## src/rtl/add16.sv

```systemverilog
// 16-bit ripple-carry adder with a registered sum, built from gate-level cells.
// Everything below the register is NAND-derived; the carry out of bit 15 is dropped.

module add16_nand2 (
  input  logic a_i,
  input  logic b_i,
  output logic y_o
);
  assign y_o = ~(a_i & b_i);
endmodule

module add16_not1 (
  input  logic a_i,
  output logic y_o
);
  add16_nand2 u_nand (.a_i(a_i), .b_i(a_i), .y_o(y_o));
endmodule

module add16_and2 (
  input  logic a_i,
  input  logic b_i,
  output logic y_o
);
  logic n_ab;

  add16_nand2 u_nand (.a_i(a_i),  .b_i(b_i), .y_o(n_ab));
  add16_not1  u_inv  (.a_i(n_ab), .y_o(y_o));
endmodule

module add16_or2 (
  input  logic a_i,
  input  logic b_i,
  output logic y_o
);
  logic n_a;
  logic n_b;

  // De Morgan: a | b = ~(~a & ~b)
  add16_not1  u_inv_a (.a_i(a_i), .y_o(n_a));
  add16_not1  u_inv_b (.a_i(b_i), .y_o(n_b));
  add16_nand2 u_nand  (.a_i(n_a), .b_i(n_b), .y_o(y_o));
endmodule

module add16_xor2 (
  input  logic a_i,
  input  logic b_i,
  output logic y_o
);
  logic n_ab;
  logic n_a_nab;
  logic n_b_nab;

  // Classic four-NAND exclusive-or.
  add16_nand2 u_nand0 (.a_i(a_i),     .b_i(b_i),     .y_o(n_ab));
  add16_nand2 u_nand1 (.a_i(a_i),     .b_i(n_ab),    .y_o(n_a_nab));
  add16_nand2 u_nand2 (.a_i(b_i),     .b_i(n_ab),    .y_o(n_b_nab));
  add16_nand2 u_nand3 (.a_i(n_a_nab), .b_i(n_b_nab), .y_o(y_o));
endmodule

module add16_half_adder (
  input  logic a_i,
  input  logic b_i,
  output logic s_o,
  output logic c_o
);
  add16_xor2 u_sum   (.a_i(a_i), .b_i(b_i), .y_o(s_o));
  add16_and2 u_carry (.a_i(a_i), .b_i(b_i), .y_o(c_o));
endmodule

module add16_full_adder (
  input  logic a_i,
  input  logic b_i,
  input  logic c_i,
  output logic s_o,
  output logic c_o
);
  logic p;
  logic g;
  logic pc;

  // Propagate p = a ^ b, generate g = a & b; carry = g | (c & p).
  add16_xor2 u_prop  (.a_i(a_i), .b_i(b_i), .y_o(p));
  add16_and2 u_gen   (.a_i(a_i), .b_i(b_i), .y_o(g));
  add16_xor2 u_sum   (.a_i(p),   .b_i(c_i), .y_o(s_o));
  add16_and2 u_pc    (.a_i(c_i), .b_i(p),   .y_o(pc));
  add16_or2  u_carry (.a_i(g),   .b_i(pc),  .y_o(c_o));
endmodule

module add16 (
  input  logic        clk,
  input  logic        rst,
  input  logic [15:0] a,
  input  logic [15:0] b,
  output logic [15:0] out
);
  logic [15:0] out_d;
  logic [15:0] out_q;
  logic        carry_out_unused;

  // Each stage owns its carry net so the chain is a set of distinct wires.
  for (genvar i = 0; i < 15; i++) begin : g_bit
    logic co;
    if (i == 0) begin : g_half
      add16_half_adder u_ha (
        .a_i (a[i]),
        .b_i (b[i]),
        .s_o (out_d[i]),
        .c_o (co)
      );
    end else begin : g_full
      add16_full_adder u_fa (
        .a_i (a[i]),
        .b_i (b[i]),
        .c_i (g_bit[i-1].co),
        .s_o (out_d[i]),
        .c_o (co)
      );
    end
  end

  // Top bit: its carry is the modulo-2^16 wrap and goes nowhere.
  add16_full_adder u_fa_msb (
    .a_i (a[15]),
    .b_i (b[15]),
    .c_i (g_bit[14].co),
    .s_o (out_d[15]),
    .c_o (carry_out_unused)
  );

  always_ff @(posedge clk or posedge rst) begin
    if (rst) begin
      out_q <= 16'h0000;
    end else begin
      out_q <= out_d;
    end
  end

  assign out = out_q;

endmodule

```

## config.mk

```make
export PLATFORM = sky130hd
export DESIGN_NAME = add16
export DESIGN_NICKNAME = d
export VERILOG_FILES = /design/src/rtl/add16.sv
export SDC_FILE = /design/constraint.sdc
export NUM_CORES = 1
export LEC_CHECK = 0
export CORE_ASPECT_RATIO = 1.5
export CORE_MARGIN = 2
export CORE_UTILIZATION = 37
export CTS_BUF_LIST = sky130_fd_sc_hd__clkbuf_4 sky130_fd_sc_hd__clkbuf_8 sky130_fd_sc_hd__clkbuf_16
export CTS_CLUSTER_SIZE = 40
export DETAILED_ROUTE_END_ITERATION = 12
export GPL_ROUTABILITY_DRIVEN = 0
export HOLD_SLACK_MARGIN = 0.03
export PLACE_DENSITY_LB_ADDON = 0.08
export RECOVER_POWER = 50
export SLEW_MARGIN = 10
export SYNTH_ARGS = -nofsm -noshare
export SYNTH_HDL_FRONTEND = slang
export SYNTH_SLANG_ARGS = --single-unit
```

## constraint.sdc

```tcl
create_clock -name clk -period 0.9 [get_ports clk]
set_input_delay 0.18 -clock clk [delete_from_list [all_inputs] [get_ports clk]]
set_output_delay 0.18 -clock clk [all_outputs]
set_load 0.01 [all_outputs]
```

-- Word-level counts from Yosys, hierarchy flattened
Index checks and enable logic that the tools add are counted.
- bitwise operators: 276
- operator list (cell ; count):
    bitwise AND 1 bit ; 138
    inverter 1 bit ; 138
- logic and storage cells: 277
- bits in registers: 16
- input port bits: 34

-- Longest topological paths before layout
- depth in word-level cells: 68
- mapped depth: 18
- mapped depth without buffers: 18

-- By module
A second synthesis with hierarchy kept.
- cells, all modules: 248
- area, all modules: 1271.2 sq um
- by module, submodules not included (module ; times used ; cells an instance ; area an instance (sq um)):
    add16_nand2 ; 231 ; 1 ; 3.8
    add16 ; 1 ; 17 ; 404.1

-- Worst setup path after synthesis
No wires, ideal clock.
- path type: input to register
- start point: input port a[0]
- end point: register out_q[15], in the netlist out[15]
- arrival: 5.840 ns
- setup time: 0.135 ns
- stages on the path: 18
- path slack: -5.075 ns
- path through: ha_1 inv_1 fa_1 inv_1 fa_1 fa_1 fa_1 fa_1 fa_1 fa_1 fa_1 fa_1 fa_1 fa_1 fa_1 fa_1 fa_1 xor3_1
- longest elaborated chain between the ends: 63
- elaborated cells on any way between the ends: 65
- those cells by class: 65 x bitwise
- ends and longest elaborated chain (what ; line ; source):
    start: declaration ; 92 ; input logic [15:0] a,
    bitwise AND 1 bit (*) (2 in series) ; 9 ; assign y_o = ~(a_i & b_i);
    inverter 1 bit (*) ; 9 ;
    bitwise AND 1 bit (*) ; 9 ;
    inverter 1 bit (*) ; 9 ;
    bitwise AND 1 bit (*) ; 9 ;
    inverter 1 bit (*) ; 9 ;
    bitwise AND 1 bit (*) ; 9 ;
    inverter 1 bit (*) ; 9 ;
    [47 not listed] ; n/a ;
    inverter 1 bit (*) ; 9 ;
    bitwise AND 1 bit ; n/a ;
    inverter 1 bit ; n/a ;
    bitwise AND 1 bit ; 9 ;
    inverter 1 bit ; 9 ;
    bitwise AND 1 bit (*) ; 9 ;
    inverter 1 bit (*) ; 9 ;
    net u_fa_msb.s_o ; 74 ; output logic s_o,
    end signal: assignment ; 134 ; out_q <= out_d;
    end: declaration ; 97 ; logic [15:0] out_q;
The timed path passes the listed nets; every way through them passes the cells marked *.

-- Final worst setup path
Same ends and word-level chain as after synthesis.

==> flow_metrics.tcl <==
set metrics [dict create \
    status "complete, but fails checks" \
    violations "setup timing" \
    grt_use_total_pct 15.1 \
    io-pin-count 50 \
    final_hold_viol_count 0 \
    port_buffers 49 \
    cp_top_family "adder cells" \
    synth_top_area_cell "dfrtp_1" \
    max_freq_mhz 192 \
    path_cells "buf_6 -> ha_4 -> inv_2 -> fa_2 -> inv_2 -> fa_2 -> fa_2 -> fa_2 -> fa_2 -> fa_2 -> fa_2 -> fa_2 -> fa_2 -> fa_2 -> fa_2 -> fa_2 -> fa_2 -> fa_2 -> xor3_1" \
    finalSetupTns_ns -33.20 \
    synth_edf_count 0 \
    largest_reg_flops 16 \
    power_frac_clock_pct 24.1 \
    num-fill-cells 152 \
    synth_xor_area_share_pct 3.21 \
    syn_area_um2 739 \
    syn_area_per_cell_um2 19.5 \
    drt_wl_total_um 1450 \
    ys_types 5 \
    min_period_ns 5.21 \
    rows 19 \
    synth_top_family_by_area "adder cells" \
    area_delta_synth_final_pct 70.7 \
    cts-root-buf "clkbuf_4" \
    die_height_um 58.8 \
    synthMuxAreaShare_pct 0 \
    hpwlAfterDp_um 1300 \
    design_area_um2 1260 \
    switching_share_pct 26.6 \
    synthAdderAreaFrac_pct 39.6 \
    critPathBufInv 3 \
    cts_post_setup_buffers_inserted 0 \
    antenna_found_initial 0 \
    grt_pass1_vias 572 \
    drc_errors 0 \
    synth_simple_gate_area_share_pct 0 \
    synth_most_common_cell "dfrtp_1" \
    leakage_nw 0.552 \
    initial_core_util_pct 39.9 \
    vias_per_cell 4.42 \
    cts_tree "built" \
    cp_common_cell "fa_2" \
    synthArstFlopShare_pct 100 \
    synth_top_area_share_pct 54.1 \
    drt_pass1_iterations 2 \
    syn_inst 38 \
    postRouteAntennaNets 0 \
    grt_pass1_wl_um 2350 \
    rsz0062_at_grt "true" \
    p_sw_w 0.000516 \
    postPlaceCellArea_um2 1320 \
    grt-ovfl-total 0 \
    synth_compound_area_share_pct 0 \
    tightest_slew_ns 0.384 \
    coreArea_um2 1850 \
    drt_iter0_markers 5 \
    max_stage_delay_ns 0.35 \
    fin_crit_sh_pct 579 \
    synthTopCellsByCount "dfrtp_1 (16), fa_1 (14), inv_1 (6)" \
    grt_max_degree 17 \
    yosys-top-cells-area "dfrtp_1 (54%), fa_1 (38%), xor3_1 (3.2%), inv_1 (3.0%), ha_1 (1.7%)" \
    ys.flop_type "dfrtp_1" \
    routedWlPerCell_um 12.9 \
    setup_viol 30 \
    irDropWorstVdd_mv 0.931 \
    synth_seq_area_share_pct 54.1 \
    hold_path_class "input port to flop" \
    maxSlewViolCount 0 \
    ctsHoldBuffers 0 \
    cts_made_buffers 3 \
    relSlewSlack_pct 74.4 \
    clk_pin_slew_worst_paths_ns 0.09 \
    syn_nets 87 \
    seqPwrFrac_pct 45.5 \
    die_x_um 40.5 \
    fin_nets 142 \
    numClockSinks 16 \
    drive_above_1_share_pct 47.8 \
    comb_power_share_pct 30.4 \
    drv_cap 0 \
    path_max_fanout 1 \
    fin_ws_ns -4.31 \
    critPathRequiredTime_ns 1.06 \
    antenna_cells 0 \
    die_area_um2 2380 \
    crit_arrival_ns 5.37 \
    p_int_w 0.00142 \
    multiInputGateArea_um2 364 \
    power.density_nw_per_um2 1540 \
    htreeDepth 1 \
    start_kind "input port" \
    clock_path_buffers 2 \
    ys_warn_count 0 \
    cp_slowest_cell "fa_2" \
    regArea_um2 400 \
    yosys_register_bits 16 \
    path_class "input port to flop" \
    num_vias 500 \
    cp-end-kind "flop" \
]
[metrics by stage]
stage	std cells	hold WS (ns)	setup WS [ns]	util (%)	total power, W
floorplan	38	0.0937	-4.59	-	0.00113
global placement	109	0.508	-5.18	71.3	0.00163
detailed placement	109	0.518	-5.27	71.3	0.00165
CTS	113	0.0981	-4.36	68.6	0.00198
global route	113	0.0915	-4.43	68.1	0.00208
finish	113	0.106	-4.31	68.1	0.00194
[kinds of logic after synthesis]
logic type  after synthesis
buf+inv                   6
fa+ha+maj                15
xor+xnor                  1
flops                    16
[timing repair]
| action | CTS | global route |
|---|---|---|
| setup endpoints to repair | 31 | 30 |
| resized for setup | 85 | 1 |
| pin swaps | 3 | 1 |
[power groups by stage]
stage	Combinational [W]	Clock (W)	Sequential (W)
floorplan	0.000147	0	0.000980
global placement	0.000727	0	0.000898
detailed placement	0.000750	0	0.000904
CTS	0.000615	0.000488	0.000883
global route	0.000667	0.000513	0.000895
finish	0.000591	0.000467	0.000882
[routing by layer]
metal / vias up / part of all wire, % / global-route usage [%] / wire length, um
met4: 0 / 0 / 7.14 / 0
li1: 219 / - / - / -
met1: 250 / 30 / 14.6 / 434
met3: 0 / 9.5 / 3.40 / 138
met2: 31 / 61 / 27.7 / 880
met5: - / 0 / 0 / 0
[worst paths after layout]
kind | endpoint | startpoint | slack, ns | cells after the start
worst max-delay path | out[15] | a[0] | -4.31 | 19
worst min-delay path | out[0] | b[0] | 0.11 | 2
max in group asynchronous | out[11] | rst | 0.23 | 3
min in group asynchronous | out[14] | rst | 0.40 | 3
[final cells by class]
cell class | count | share of cell area, %
clock buffers | 4 | 2.87
inverters | 6 | 1.78
multi-input cells | 16 | 28.8
flip-flops and latches | 16 | 31.7
well taps | 21 | 2.08
repair buffers | 50 | 32.7
[placed cells by master, fill, tap and decap left out]
cell / synthesis / routed
inv_1: 6 / 2
clkbuf_8: 0 / 1
inv_2: 0 / 4
dlygate4sd3_1: 0 / 1
clkbuf_2: 0 / 1
buf_2: 0 / 17
fa_2: 0 / 14
dfrtp_1: 16 / 16
clkbuf_4: 0 / 3
clkdlybuf4s50_1: 0 / 27
dlygate4sd2_1: 0 / 1
xor3_1: 1 / 1
ha_4: 0 / 1
buf_6: 0 / 3
Note: power is estimated with default switching activity, not from simulation.
